**src/rtl/pipe_hazard_ctrl_if.sv**
```systemverilog
// rtl/pipe_hazard_ctrl_if.sv - decode-side control bundle between the core and the hazard controller
//
// Ports grouped here:
//   decode inputs   : d_valid, d_rs1, d_rs2, d_rd, d_reg_we, d_mem_rr
//   pipeline events : x_redirect, mem_busy
//   control outputs : stall_fd, stall_x, bubble_x, flush_d, fwd_a_sel, fwd_b_sel
//   counters        : stall_count, flush_count (CNT_W bits)
// master = core/decode side, slave = hazard controller.

interface pipe_hazard_ctrl_if #(
    parameter int CNT_W = 32
);
    logic             d_valid;
    logic [4:0]       d_rs1;
    logic [4:0]       d_rs2;
    logic [4:0]       d_rd;
    logic             d_reg_we;
    logic             d_mem_rr;
    logic             x_redirect;
    logic             mem_busy;

    logic             stall_fd;
    logic             stall_x;
    logic             bubble_x;
    logic             flush_d;
    logic [1:0]       fwd_a_sel;
    logic [1:0]       fwd_b_sel;
    logic [CNT_W-1:0] stall_count;
    logic [CNT_W-1:0] flush_count;

    modport master (
        output d_valid, d_rs1, d_rs2, d_rd, d_reg_we, d_mem_rr,
        output x_redirect, mem_busy,
        input  stall_fd, stall_x, bubble_x, flush_d,
        input  fwd_a_sel, fwd_b_sel, stall_count, flush_count
    );

    modport slave (
        input  d_valid, d_rs1, d_rs2, d_rd, d_reg_we, d_mem_rr,
        input  x_redirect, mem_busy,
        output stall_fd, stall_x, bubble_x, flush_d,
        output fwd_a_sel, fwd_b_sel, stall_count, flush_count
    );
endinterface

```
**src/rtl/pipe_hazard_ctrl.sv**
```systemverilog
// rtl/pipe_hazard_ctrl.sv - stall/bubble/flush, forwarding and freeze control for a 3-stage RV32 pipe
//
// Ports:
//   clk : core clock, all state on rising edge
//   rst : asynchronous active-high reset
//   hz  : pipe_hazard_ctrl_if.slave (decode inputs, redirect/busy, controls, counters)
//
// Shadows {valid, rd, reg_we, mem_rr} of the X and W stages. All controls are
// combinational from that shadow state and the current decode inputs.

module pipe_hazard_ctrl #(
    parameter int CNT_W = 32
) (
    input  logic                    clk,
    input  logic                    rst,
    pipe_hazard_ctrl_if.slave       hz
);

    typedef struct packed {
        logic       valid;
        logic [4:0] rd;
        logic       reg_we;
        logic       mem_rr;
    } shadow_t;

    localparam shadow_t SHADOW_EMPTY = '{valid: 1'b0, rd: 5'd0, reg_we: 1'b0, mem_rr: 1'b0};

    shadow_t          x_q, w_q;
    shadow_t          x_d, w_d;
    logic [CNT_W-1:0] stall_cnt_q;
    logic [CNT_W-1:0] flush_cnt_q;

    logic             lu;
    logic             stall_fd;
    logic             stall_x;
    logic             bubble_x;
    logic             flush_d;
    logic [1:0]       fwd_a;
    logic [1:0]       fwd_b;

    // x0 is hardwired, so a write to it never creates a dependency.
    function automatic logic writes_reg(input shadow_t e, input logic [4:0] r);
        return e.valid & e.reg_we & (e.rd == r) & (r != 5'd0);
    endfunction

    // A load in X has no data yet; select the regfile and let the lu stall
    // hold D until the load reaches W, where it forwards from writeback.
    function automatic logic [1:0] fwd_select(input shadow_t x, input shadow_t w,
                                              input logic [4:0] r);
        if (writes_reg(x, r)) begin
            return x.mem_rr ? 2'b00 : 2'b01;
        end else if (writes_reg(w, r)) begin
            return 2'b10;
        end
        return 2'b00;
    endfunction

    always_comb begin
        stall_fd = 1'b0;
        stall_x  = 1'b0;
        bubble_x = 1'b0;
        flush_d  = 1'b0;
        x_d      = SHADOW_EMPTY;
        w_d      = x_q;

        lu = hz.d_valid & x_q.mem_rr &
             (writes_reg(x_q, hz.d_rs1) | writes_reg(x_q, hz.d_rs2));

        fwd_a = fwd_select(x_q, w_q, hz.d_rs1);
        fwd_b = fwd_select(x_q, w_q, hz.d_rs2);

        if (hz.mem_busy) begin
            // Whole pipe frozen; a pending redirect stays asserted and is
            // acted on in the first non-busy cycle.
            stall_fd = 1'b1;
            stall_x  = 1'b1;
            x_d      = x_q;
            w_d      = w_q;
        end else if (hz.x_redirect) begin
            // D holds a wrong-path instruction, so any lu it raises is moot.
            flush_d  = 1'b1;
            bubble_x = 1'b1;
        end else if (lu) begin
            stall_fd = 1'b1;
            bubble_x = 1'b1;
        end else begin
            x_d = '{valid: hz.d_valid, rd: hz.d_rd, reg_we: hz.d_reg_we, mem_rr: hz.d_mem_rr};
        end
    end

    always_ff @(posedge clk or posedge rst) begin
        if (rst) begin
            x_q         <= SHADOW_EMPTY;
            w_q         <= SHADOW_EMPTY;
            stall_cnt_q <= '0;
            flush_cnt_q <= '0;
        end else begin
            x_q         <= x_d;
            w_q         <= w_d;
            stall_cnt_q <= stall_cnt_q + {{(CNT_W-1){1'b0}}, stall_fd};
            flush_cnt_q <= flush_cnt_q + {{(CNT_W-1){1'b0}}, flush_d};
        end
    end

    // Outputs are forced low for the whole reset interval, independent of inputs.
    assign hz.stall_fd    = stall_fd & ~rst;
    assign hz.stall_x     = stall_x  & ~rst;
    assign hz.bubble_x    = bubble_x & ~rst;
    assign hz.flush_d     = flush_d  & ~rst;
    assign hz.fwd_a_sel   = rst ? 2'b00 : fwd_a;
    assign hz.fwd_b_sel   = rst ? 2'b00 : fwd_b;
    assign hz.stall_count = stall_cnt_q;
    assign hz.flush_count = flush_cnt_q;

endmodule

```
**src/flat_wrapper.sv**
```systemverilog
// flat-port wrapper written by rule: the top's interface ports become plain ports
module pipe_hazard_ctrl_flat 
#(
    parameter int CNT_W = 32
)
  (clk, rst, hz_d_valid, hz_d_rs1, hz_d_rs2, hz_d_rd, hz_d_reg_we, hz_d_mem_rr, hz_x_redirect, hz_mem_busy, hz_stall_fd, hz_stall_x, hz_bubble_x, hz_flush_d, hz_fwd_a_sel, hz_fwd_b_sel, hz_stall_count, hz_flush_count);
  pipe_hazard_ctrl_if #(.CNT_W(CNT_W)) hz_i ();
  input  logic clk;
  input  logic rst;
  input wire logic [$bits(hz_i.d_valid)-1:0] hz_d_valid;
  input wire logic [$bits(hz_i.d_rs1)-1:0] hz_d_rs1;
  input wire logic [$bits(hz_i.d_rs2)-1:0] hz_d_rs2;
  input wire logic [$bits(hz_i.d_rd)-1:0] hz_d_rd;
  input wire logic [$bits(hz_i.d_reg_we)-1:0] hz_d_reg_we;
  input wire logic [$bits(hz_i.d_mem_rr)-1:0] hz_d_mem_rr;
  input wire logic [$bits(hz_i.x_redirect)-1:0] hz_x_redirect;
  input wire logic [$bits(hz_i.mem_busy)-1:0] hz_mem_busy;
  output wire logic [$bits(hz_i.stall_fd)-1:0] hz_stall_fd;
  output wire logic [$bits(hz_i.stall_x)-1:0] hz_stall_x;
  output wire logic [$bits(hz_i.bubble_x)-1:0] hz_bubble_x;
  output wire logic [$bits(hz_i.flush_d)-1:0] hz_flush_d;
  output wire logic [$bits(hz_i.fwd_a_sel)-1:0] hz_fwd_a_sel;
  output wire logic [$bits(hz_i.fwd_b_sel)-1:0] hz_fwd_b_sel;
  output wire logic [$bits(hz_i.stall_count)-1:0] hz_stall_count;
  output wire logic [$bits(hz_i.flush_count)-1:0] hz_flush_count;
  assign hz_i.d_valid = hz_d_valid;
  assign hz_i.d_rs1 = hz_d_rs1;
  assign hz_i.d_rs2 = hz_d_rs2;
  assign hz_i.d_rd = hz_d_rd;
  assign hz_i.d_reg_we = hz_d_reg_we;
  assign hz_i.d_mem_rr = hz_d_mem_rr;
  assign hz_i.x_redirect = hz_x_redirect;
  assign hz_i.mem_busy = hz_mem_busy;
  assign hz_stall_fd = hz_i.stall_fd;
  assign hz_stall_x = hz_i.stall_x;
  assign hz_bubble_x = hz_i.bubble_x;
  assign hz_flush_d = hz_i.flush_d;
  assign hz_fwd_a_sel = hz_i.fwd_a_sel;
  assign hz_fwd_b_sel = hz_i.fwd_b_sel;
  assign hz_stall_count = hz_i.stall_count;
  assign hz_flush_count = hz_i.flush_count;
  pipe_hazard_ctrl #(.CNT_W(CNT_W)) u_core (.clk(clk), .rst(rst), .hz(hz_i));
endmodule
```
**config.mk**
```make
export PLATFORM = sky130hd
export DESIGN_NAME = pipe_hazard_ctrl_flat
export DESIGN_NICKNAME = d
export VERILOG_FILES = /design/src/rtl/pipe_hazard_ctrl_if.sv /design/src/rtl/pipe_hazard_ctrl.sv /design/src/flat_wrapper.sv
export SDC_FILE = /design/constraint.sdc
export NUM_CORES = 1
export LEC_CHECK = 0
export ABC_AREA = 1
export ABC_CLOCK_PERIOD_IN_PS = 3600
export BUFFER_PORTS_ARGS = -buffer_cell sky130_fd_sc_hd__buf_2
export CAP_MARGIN = 0
export CORE_MARGIN = 5
export CORE_UTILIZATION = 40
export DETAILED_ROUTE_END_ITERATION = 6
export SLEW_MARGIN = 10
export SYNTH_ARGS = -nofsm -noshare
export SYNTH_HDL_FRONTEND = slang
export SYNTH_SLANG_ARGS = --single-unit
```
**constraint.sdc**
```tcl
create_clock -name clk -period 3.6 [get_ports clk]
set_input_delay 0.36 -clock clk [delete_from_list [all_inputs] [get_ports clk]]
set_output_delay 0.36 -clock clk [all_outputs]
set_load 0.005 [all_outputs]
```
==> results.md, run 1 <==
- Outcome: complete, no violations
- Die Height: 112 um
- Initial antenna violation count: 0
- Area growth, synth to finish: 20.1%
- Yosys top cell area share: 47.7%
- Total power: 2.00 mW
- WP depth: 19
- Max-Cap Viols: 0
- Post-Synthesis Cell Area: 4150 sq um
- Hold Buf Count CTS: 1
- Detailed-route wire length: 9680 um
- Via count: 3456
- Fin crit share: 71.8%
- Ys async rst share: 100%
- Hold Startpoint: hz_d_rd[4]
- P_int: 1.44 mW
- Clk pwr share: 32.4%
- Clock transition at the registers of the reported paths: 80 ps
- Die width: 112 um
- Final ANT Viol Nets: 0
- Yosys cell types: 28
- Tmin final: 2580 ps
- Final Max Slew Viols: 0
- Layout cells sized above 1: 22.5%
- Number of global-route vias before repair: 3573
- Power density over the cells: 401 nW/um^2
- Port Buffers: 93
- Initial core utilization: 40.5%
- Crit Path Max Fanout: 4
- Clock sink count: 79
- Slowest cell on the critical path: dfrtp_1
- Routed WL per cell: 13.3 um
- Vias per Instance: 4.75
- Worst clock skew: 7.36 ps
- Worst-Skew Late Latency: 350 ps
- Worst path most repeated cell: nand2_1
- Primary FF master, synth: dfrtp_1
- Total core area: 10200 sq um
- Sw Share: 27.8%
- Post-CTS setup buffers: 0
- CP Class: flop to flop
- I/O Pins: 94
- Ant diodes: 0
- Reg-to-Reg Start: u_core.x_q[5]
- Total gr overflow: 0
- Syn Inst Count: 485
- Hold EP: u_core.x_q[6]
- Detailed Place HPWL: 7500 um
- Hold Path Depth: 5
- Dominant cell type by area after synthesis: dfrtp_1
- Tightest Pin Transition: 876 ps
- Reg2reg path depth: 19
- CP endpoint kind: flop
- First-pass GRT wire length: 16900 um
- # setup viols final: 0
- Placement Rows: 37
- Syn_nets: 511
- Die ar.: 12500 sq um
- Flop pwr share: 53.1%
- Final hold violation count: 0
- Comb power frac: 14.4%
- Flop2flop setup slack: 1020 ps
- CP arrival: 2820 ps
- Gp weighted congestion: 0.894
- GRT Total Usage: 16.3%
- Final core utilization: 48.7%
- RSZ-0062 raised after global routing: no
- Crit start category: flop
- Peak supply drop: 0.220 mV
- CP required: 3830 ps
- Seq cells post-synth: 79
- Delay-heaviest family, CP: simple AND/OR/NAND/NOR gates
- Yosys warns: 0
- DR pass1 iterations: 4
- H-tree Lvls: 3
- Pre-CTS WS: 954 ps
- Num CTS Buffers: 9
- CTS tree: done
- Max-Slew Margin vs Limit: 41.6%
- Number of gates resized after CTS: 0
- Top cells by area, synth: dfrtp_1 (48%), nand2_1 (9.9%), xor2_1 (8.0%)
- Seq/Total Area, Yosys: 47.7%
- Largest net degree at the start of global routing: 70
- Worst Hold Class: input pin to flop
- Clock Path Buffers: 2
- # DRC: 0
- Syn Area/Cell: 8.55 sq um
- Final TNS setup: 0 ps
- Crit path buf inv count: 2
- NetSw: 0.556 mW
- Post-route setup slack: 1020 ps
- Detailed Route Iter0 Violations: 171
- Leak: 2.60 nW
- Critical path, cell by cell: inv_1 > nand2_1 > nand2_1 > nand2_1 > nor2_1 > nand2_1 > nand2_1 > nand3_1 > nand2_1 > ha_1 > ha_1 > nand3_2 > nor2_2 > nand3_2 > inv_2 > nand2_2 > nor2_2 > nand2_1 > xor2_1
- Post-synth EDFFs: 0
- Root Driver: clkbuf_8
- Max Clk Rate: 387 MHz
- CP peak stage delay: 410 ps
- Nets: 613
- FF-to-FF End: u_core.hz.stall_count[30]
-- area by class of cell --
class / count / area (sq um)
repair buffers: 96 / 490
clock buffers: 12 / 145
flip-flops and latches: 79 / 1980
multi-input cells: 345 / 1940
fillers: 995 / 5250
inverters: 56 / 211
clock inverters: 4 / 45.0
well taps: 136 / 170
-- metal layers --
layer  vias up  GRT usage, %  part of all wire, %
li1       1752             -                    -
met1      1580          21.7                   47
met2       103          24.7                   43
met3        21          4.62                  7.4
met4         0          7.06                  2.5
met5         -             0                    0
-- power by group through the flow --
stage,clock network [mW],logic [mW],registers [mW]
detailed placement,0,0.294,1.08
CTS,0.677,0.298,1.06
global placement,0,0.290,1.08
floorplan,0,0.152,1.07
finish,0.648,0.289,1.06
global route,0.703,0.336,1.08
-- cells in the final DEF, fill, tap and decap left out, drive strengths merged, types with 2 or more instances in the layout --
master,synthesis,layout
nor2,59,59
clkinv,1,5
nand4,22,22
nor3b,2,2
nand3b,3,3
nor4,3,3
a21oi,2,2
inv,55,54
nand3,28,28
clkbuf,3,12
xnor2,29,29
xor2,38,38
nand2,113,113
buf,2,95
dfrtp,79,79
and3,2,2
nor3,21,21
ha,4,4
o21ai,18,18
-- worst min-delay path, stage by stage --
cell	delay (ps)
buf_2	90
inv_1	40
nor2_1	30
nand3_1	60
o21ai_0	70
-- how the worst max path moves through the flow --
stage / slack [ps] / startpoint / end
2_1_floorplan: 450 / rst / hz_fwd_a_sel[1]
3_5_place_dp: 950 / hz_d_rs1[3] / u_core.hz.stall_count[30]
3_3_place_gp: 1010 / hz_d_rs1[4] / u_core.hz.stall_count[30]
5_1_grt: 710 / u_core.x_q[5] / u_core.hz.stall_count[30]
4_1_cts: 980 / u_core.x_q[5] / u_core.hz.stall_count[30]
6_report: 1020 / u_core.x_q[5] / u_core.hz.stall_count[30]
-- registers in the layout (all words and copies together) (netlist names) --
name and flops:
u_core.hz.flush_count 32, u_core.w_q 7, u_core.hz.stall_count 32, u_core.x_q 8
-- through the flow --
stage          std cells  area, sq um  hold slack, ps
2_1_floorplan        485         4150             468
3_3_place_gp         711         4780             326
3_5_place_dp         711         4780             326
4_1_cts              728         4980             326
5_1_grt              728         4980             369
6_report             728         4980             348
-- cells in the mapped netlist, drive strengths merged, types with 3 or more instances --
cell	instances
nand3	28
inv	55
nand4	22
nand2	113
nor2	59
ha	4
nand3b	3
xnor2	29
o21ai	18
nor3	21
dfrtp	79
nor4	3
clkbuf	3
xor2	38
-- cells by family (layout without fill, tap and decap cells) --
family          Yosys count  count (layout)  share of synthesized area, %
simple gates            254             254                          29.0
flops                    79              79                          47.7
xor+xnor                 67              67                          14.2
buf+inv                  61             168                          5.55
compound gates           20              20                          2.41
fa+ha+maj                 4               4                          1.21
Note: power is estimated with default switching activity, not from simulation.
==> run 2: changes to the inputs <==
--- a/config.mk
+++ b/config.mk
@@ -6,7 +6,7 @@
 export NUM_CORES = 1
 export LEC_CHECK = 0
 export ABC_AREA = 1
-export ABC_CLOCK_PERIOD_IN_PS = 3600
+export ABC_CLOCK_PERIOD_IN_PS = 2600
 export BUFFER_PORTS_ARGS = -buffer_cell sky130_fd_sc_hd__buf_2
 export CAP_MARGIN = 0
 export CORE_MARGIN = 5
==> constraint.sdc (replaced) <==
create_clock -name clk -period 2.6 [get_ports clk]
set_input_delay 0.26 -clock clk [delete_from_list [all_inputs] [get_ports clk]]
set_output_delay 0.26 -clock clk [all_outputs]
set_load 0.005 [all_outputs]
==> run 2 against run 1 <==
Global-route usage is 0.57 points higher. Combinational power rose by 47%. Worst setup slack worse by 800 ps. Fmax is 8.2% higher. Non-clock buffer count is 4 higher. Clock power increased by 60%. Die area is the same.
==> results.md, run 2 (synthesis gave the netlist of run 1 again) <==
- Crit Path Max Fanout: 4
- Initial antenna violation count: 0
- Detailed Route Iter0 Violations: 157
- Pre-CTS WS: 49.9 ps
- Crit start category: flop
- Final hold violation count: 0
- CP endpoint kind: flop
- Clock sink count: 79
- Die Height: 112 um
- Max-Slew Margin vs Limit: 59.5%
- Clk pwr share: 35.3%
- # DRC: 0
- Worst Hold Class: input pin to asynchronous set/reset pin
- CP arrival: 2630 ps
- Gp weighted congestion: 0.875
- Tightest Pin Transition: 607 ps
- CTS tree: done
- Worst clock skew: 7.10 ps
- Crit path buf inv count: 1
- Critical path, cell by cell: xnor2_2 > nand2_1 > nor2_1 > nand2_1 > nand2_2 > nand3_2 > nand2_1 > ha_2 > ha_4 > nand3_4 > nor2_4 > nand3_4 > inv_4 > nand2_4 > nor2_4 > nand2_1 > xnor2_1
- Max-Cap Viols: 0
- Leading cell types in the layout, fill and taps excluded: nand2_1 (108), buf_2 (93), dfrtp_1 (79)
- Ant diodes: 0
- Routed WL per cell: 13.9 um
- Power density over the cells: 578 nW/um^2
- Worst path most repeated cell: nand2_1
- Total gr overflow: 0
- Tightest hold margin: 113 ps
- Total core area: 10200 sq um
- Final ANT Viol Nets: 0
- Vias per Instance: 4.85
- Peak supply drop: 0.459 mV
- Most common cell after layout, fill and taps aside: nand2_1
- Slowest cell on the critical path: dfrtp_1
- Die ar.: 12500 sq um
- I/O Pins: 94
- Largest net degree at the start of global routing: 47
- Post-route setup slack: 212 ps
- Tmin final: 2390 ps
- Clock Path Buffers: 2
- Fin crit share: 91.9%
- Placement Rows: 37
- Initial core utilization: 40.5%
- Worst-Skew Late Latency: 360 ps
- Flop pwr share: 50.3%
- Outcome: complete, no violations
- Nets: 617
- Layout cells sized above 1: 24.8%
- RSZ-0062 raised after global routing: yes
- Final Max Slew Viols: 0
- Hold Buf Count CTS: 0
- GRT Total Usage: 16.8%
- Max Clk Rate: 419 MHz
- Port Buffers: 93
- NetSw: 0.813 mW
- CP Class: flop to flop
- DR pass1 iterations: 4
- First-pass GRT wire length: 17100 um
- Detailed Place HPWL: 7820 um
- Delay-heaviest family, CP: simple AND/OR/NAND/NOR gates
- Comb power frac: 14.4%
- Root Driver: clkbuf_8
- Leak: 2.64 nW
- Detailed-route wire length: 10200 um
- CP peak stage delay: 430 ps
- CP required: 2840 ps
- H-tree Lvls: 3
- Sw Share: 27.5%
- Num CTS Buffers: 9
- Number of global-route vias before repair: 3522
- Die width: 112 um
- Area growth, synth to finish: 23.4%
- # setup viols final: 0
- Via count: 3551
- P_int: 2.14 mW
- Clock transition at the registers of the reported paths: 80 ps
run 2: final cells by class:
class                      count  area, sq um
timing repair buffer         100          518
multi-input combinational    345         2010
inverter                      56          216
sequential                    79         1980
fill                        1028         5120
tap                          136          170
clock inverter                 3         65.1
clock buffer                  13          159
run 2: tightest hold or removal path: cells and delay by family:
kind | cells | cell delay [ps]
buffers and inverters | 3 | 630
run 2: worst paths after layout:
path	start	endpoint	slack, ps	depth (start not counted)
min in group clk	hz_d_rd[4]	u_core.x_q[6]	230	5
worst min register to register	u_core.hz.flush_count[31]	u_core.hz.flush_count[31]	470	1
worst max-delay path	u_core.x_q[6]	u_core.hz.stall_count[28]	210	17
worst max register to register	u_core.x_q[6]	u_core.hz.stall_count[28]	210	17
worst min-delay path	rst	u_core.x_q[7]	110	3
max in group asynchronous	rst	u_core.hz.stall_count[23]	1990	3
run 2: repair_timing:
item	in CTS	in global routing
endpoints found under the hold margin	0	0
setup endpoints to repair	0	13
buffers inserted	0	3
resized for setup	0	18
run 2: layer usage:
layer,global-route usage (%),wire [um],vias to the layer above
met1,22.5,4660,1674
met3,3.53,636,11
met4,6.89,125,0
li1,-,-,1765
met2,26.7,4740,101
met5,0,0,-
run 2: metrics by stage:
| stage | instance area, sq um | std cells | TNS, ps | util, % | power (mW) |
|---|---|---|---|---|---|
| after floorplan | 4150 | 485 | 0 | - | 1.70 |
| after global placement | 4800 | 713 | 0 | 46.9 | 1.90 |
| after detailed placement | 4800 | 713 | 0 | 46.9 | 1.91 |
| after CTS | 5020 | 729 | 0 | 49.1 | 2.96 |
| after global routing | 5110 | 732 | -171 | 50.0 | 3.12 |
| final | 5110 | 732 | 0 | 50.0 | 2.95 |
run 2: power by group through the flow:
| stage | clock [mW] | sequential [mW] | combinational, mW |
|---|---|---|---|
| after floorplan | 0 | 1.49 | 0.211 |
| after global placement | 0 | 1.49 | 0.404 |
| after detailed placement | 0 | 1.50 | 0.409 |
| after CTS | 1.07 | 1.48 | 0.412 |
| after global routing | 1.13 | 1.50 | 0.488 |
| final | 1.04 | 1.49 | 0.426 |
==> run 3: changes to the inputs <==
--- a/config.mk
+++ b/config.mk
@@ -7,7 +7,7 @@
 export LEC_CHECK = 0
 export ABC_AREA = 1
 export ABC_CLOCK_PERIOD_IN_PS = 2600
-export BUFFER_PORTS_ARGS = -buffer_cell sky130_fd_sc_hd__buf_2
+export BUFFER_PORTS_ARGS = -buffer_cell sky130_fd_sc_hd__clkbuf_2
 export CAP_MARGIN = 0
 export CORE_MARGIN = 5
 export CORE_UTILIZATION = 40
==> run 3 against run 2 <==
Die area unchanged. Routed wire length fell by 2.0%. First-iteration DRC count fell by 29%. Worst setup slack improved by 4.8 ps. Register-to-register slack about the same. Cell count decreased by 0.14%. Clock power hardly changed. Utilization down 0.12 points. Power decreased by 0.28%. Design area fell by 0.24%. Sequential cell count stayed put. Sequential share of layout area is 0.095 points higher. Critical endpoint unchanged. Largest cell class unchanged.
==> results.md, run 3 (synthesis gave the netlist of run 1 again) <==
- Clock transition at the registers of the reported paths: 80 ps
- Pre-CTS WS: 59.9 ps
- Area of the multi-input gates: 2000 sq um
- H-tree Lvls: 3
- Most common cell after layout, fill and taps aside: nand2_1
- Number of global-route vias before repair: 3586
- Root Driver: clkbuf_8
- CP required: 2820 ps
- Detailed Place HPWL: 7670 um
- Max Clk Rate: 420 MHz
- Nets: 616
- Final ANT Viol Nets: 0
- Via count: 3532
- Flop2flop setup slack: 220 ps
- Ant diodes: 0
- Fill count: 989
- Area growth, synth to finish: 23.1%
- Routed WL per cell: 13.6 um
- Max-Cap Viols: 0
- GRT Total Usage: 16.7%
- CP arrival: 2610 ps
- Final Max Slew Viols: 0
- Total gr overflow: 0
- Tmin final: 2380 ps
- Fin crit share: 91.7%
- Crit Path Max Fanout: 4
- Largest net degree at the start of global routing: 44
- Port Buffers: 93
- Crit start category: flop
- Peak supply drop: 0.361 mV
- Placement Rows: 37
- I/O Pins: 94
- Worst clock skew: 11.2 ps
- # DRC: 0
- Initial antenna violation count: 0
- Clock sink count: 79
- Die ar.: 12500 sq um
- Initial core utilization: 40.5%
- Reg-to-Reg Start: u_core.x_q[6]
- Total core area: 10200 sq um
- Detailed Route Iter0 Violations: 112
- Layout cells sized above 1: 24.0%
- First-pass GRT wire length: 17200 um
- Clock Path Buffers: 2
- Tightest Pin Transition: 552 ps
- # setup viols final: 0
- Die width: 112 um
- DR pass1 iterations: 4
- Die Height: 112 um
- Num CTS Buffers: 9
- CP Class: flop to flop
- Power density over the cells: 577 nW/um^2
- Vias per Instance: 4.83
- Leak: 2.60 nW
- Storage cell area: 1980 sq um
- Cell Area, Placed: 4800 sq um
- Reg2reg path depth: 19
- Hold Buf Count CTS: 0
- Post-route setup slack: 216 ps
- Outcome: complete, no violations
- Layout Cell Area excl Fill: 5100 sq um
- Gp weighted congestion: 0.860
- Final hold violation count: 0
- Worst-Skew Late Latency: 340 ps
- Leading cell types in the layout, fill and taps excluded: nand2_1 (108), clkbuf_2 (93), dfrtp_1 (79)
- FF-to-FF End: u_core.hz.stall_count[28]
- Worst Hold Class: input pin to asynchronous set/reset pin
- Max-Slew Margin vs Limit: 63.2%
- Detailed-route wire length: 9960 um
- CTS tree: done
- CP endpoint kind: flop
[run 3: worst max-delay path, stage by stage (launching register included)]
cell     delay [ps]
dfrtp_1         410
inv_1            90
nand2_1          50
nand2_1          50
nand2_1          50
nor2_1          110
nand2_1         100
nand2_2          90
nand3_1          80
nand2_1         110
ha_4            150
ha_4            140
nand3_4          90
nor2_4          150
nand3_4         100
inv_4            80
nand2_4          70
nor2_4          100
nand2_1          70
xnor2_1         130
[run 3: power breakdown]
group	leakage, nW	switching [mW]	internal, mW
clock network	0.114	0.440	0.594
logic	1.46	0.223	0.200
registers	1.03	0.144	1.35
total	2.60	0.807	2.14
[run 3: layout make-up]
type	instances	area share, %
inverters	56	4.24
clock buffers	13	3.11
multi-input cells	345	39.3
repair buffers	99	10.0
clock inverters	3	1.28
flip-flops and latches	79	38.7
well taps	136	3.33
[run 3: how the worst max path moves through the flow]
stage	start	end	cells past startpoint
5_1_grt	u_core.x_q[5]	u_core.hz.stall_count[28]	20
4_1_cts	u_core.x_q[5]	u_core.hz.stall_count[30]	19
3_3_place_gp	u_core.x_q[5]	u_core.hz.stall_count[30]	19
3_5_place_dp	hz_d_rs1[4]	u_core.hz.stall_count[30]	18
6_report	u_core.x_q[6]	u_core.hz.stall_count[28]	19
2_1_floorplan	u_core.x_q[4]	u_core.hz.stall_count[30]	19
[run 3: through the flow]
| step | instances | hold slack (ps) | util, % | setup TNS [ps] | power, mW |
|---|---|---|---|---|---|
| after floorplan | 485 | 468 | - | 0 | 1.70 |
| after global placement | 714 | 460 | 46.9 | 0 | 1.90 |
| after detailed placement | 714 | 468 | 46.9 | 0 | 1.91 |
| after CTS | 730 | 147 | 49.1 | 0 | 2.96 |
| after global routing | 731 | 193 | 49.9 | -14.2 | 3.12 |
| final | 731 | 149 | 49.9 | 0 | 2.95 |
[run 3: repair_timing]
action / CTS / global route
setup buffers: 0 / 1
setup endpoints to repair: 0 / 8
resized for setup: 0 / 15
[run 3: routing by layer]
layer	up-vias	GRT usage, %	share of wire [%]
met5	-	0	0
met4	0	5.35	1.4
met3	13	4.46	7.1
met2	102	25.1	45
met1	1663	23.4	47
li1	1754	-	-
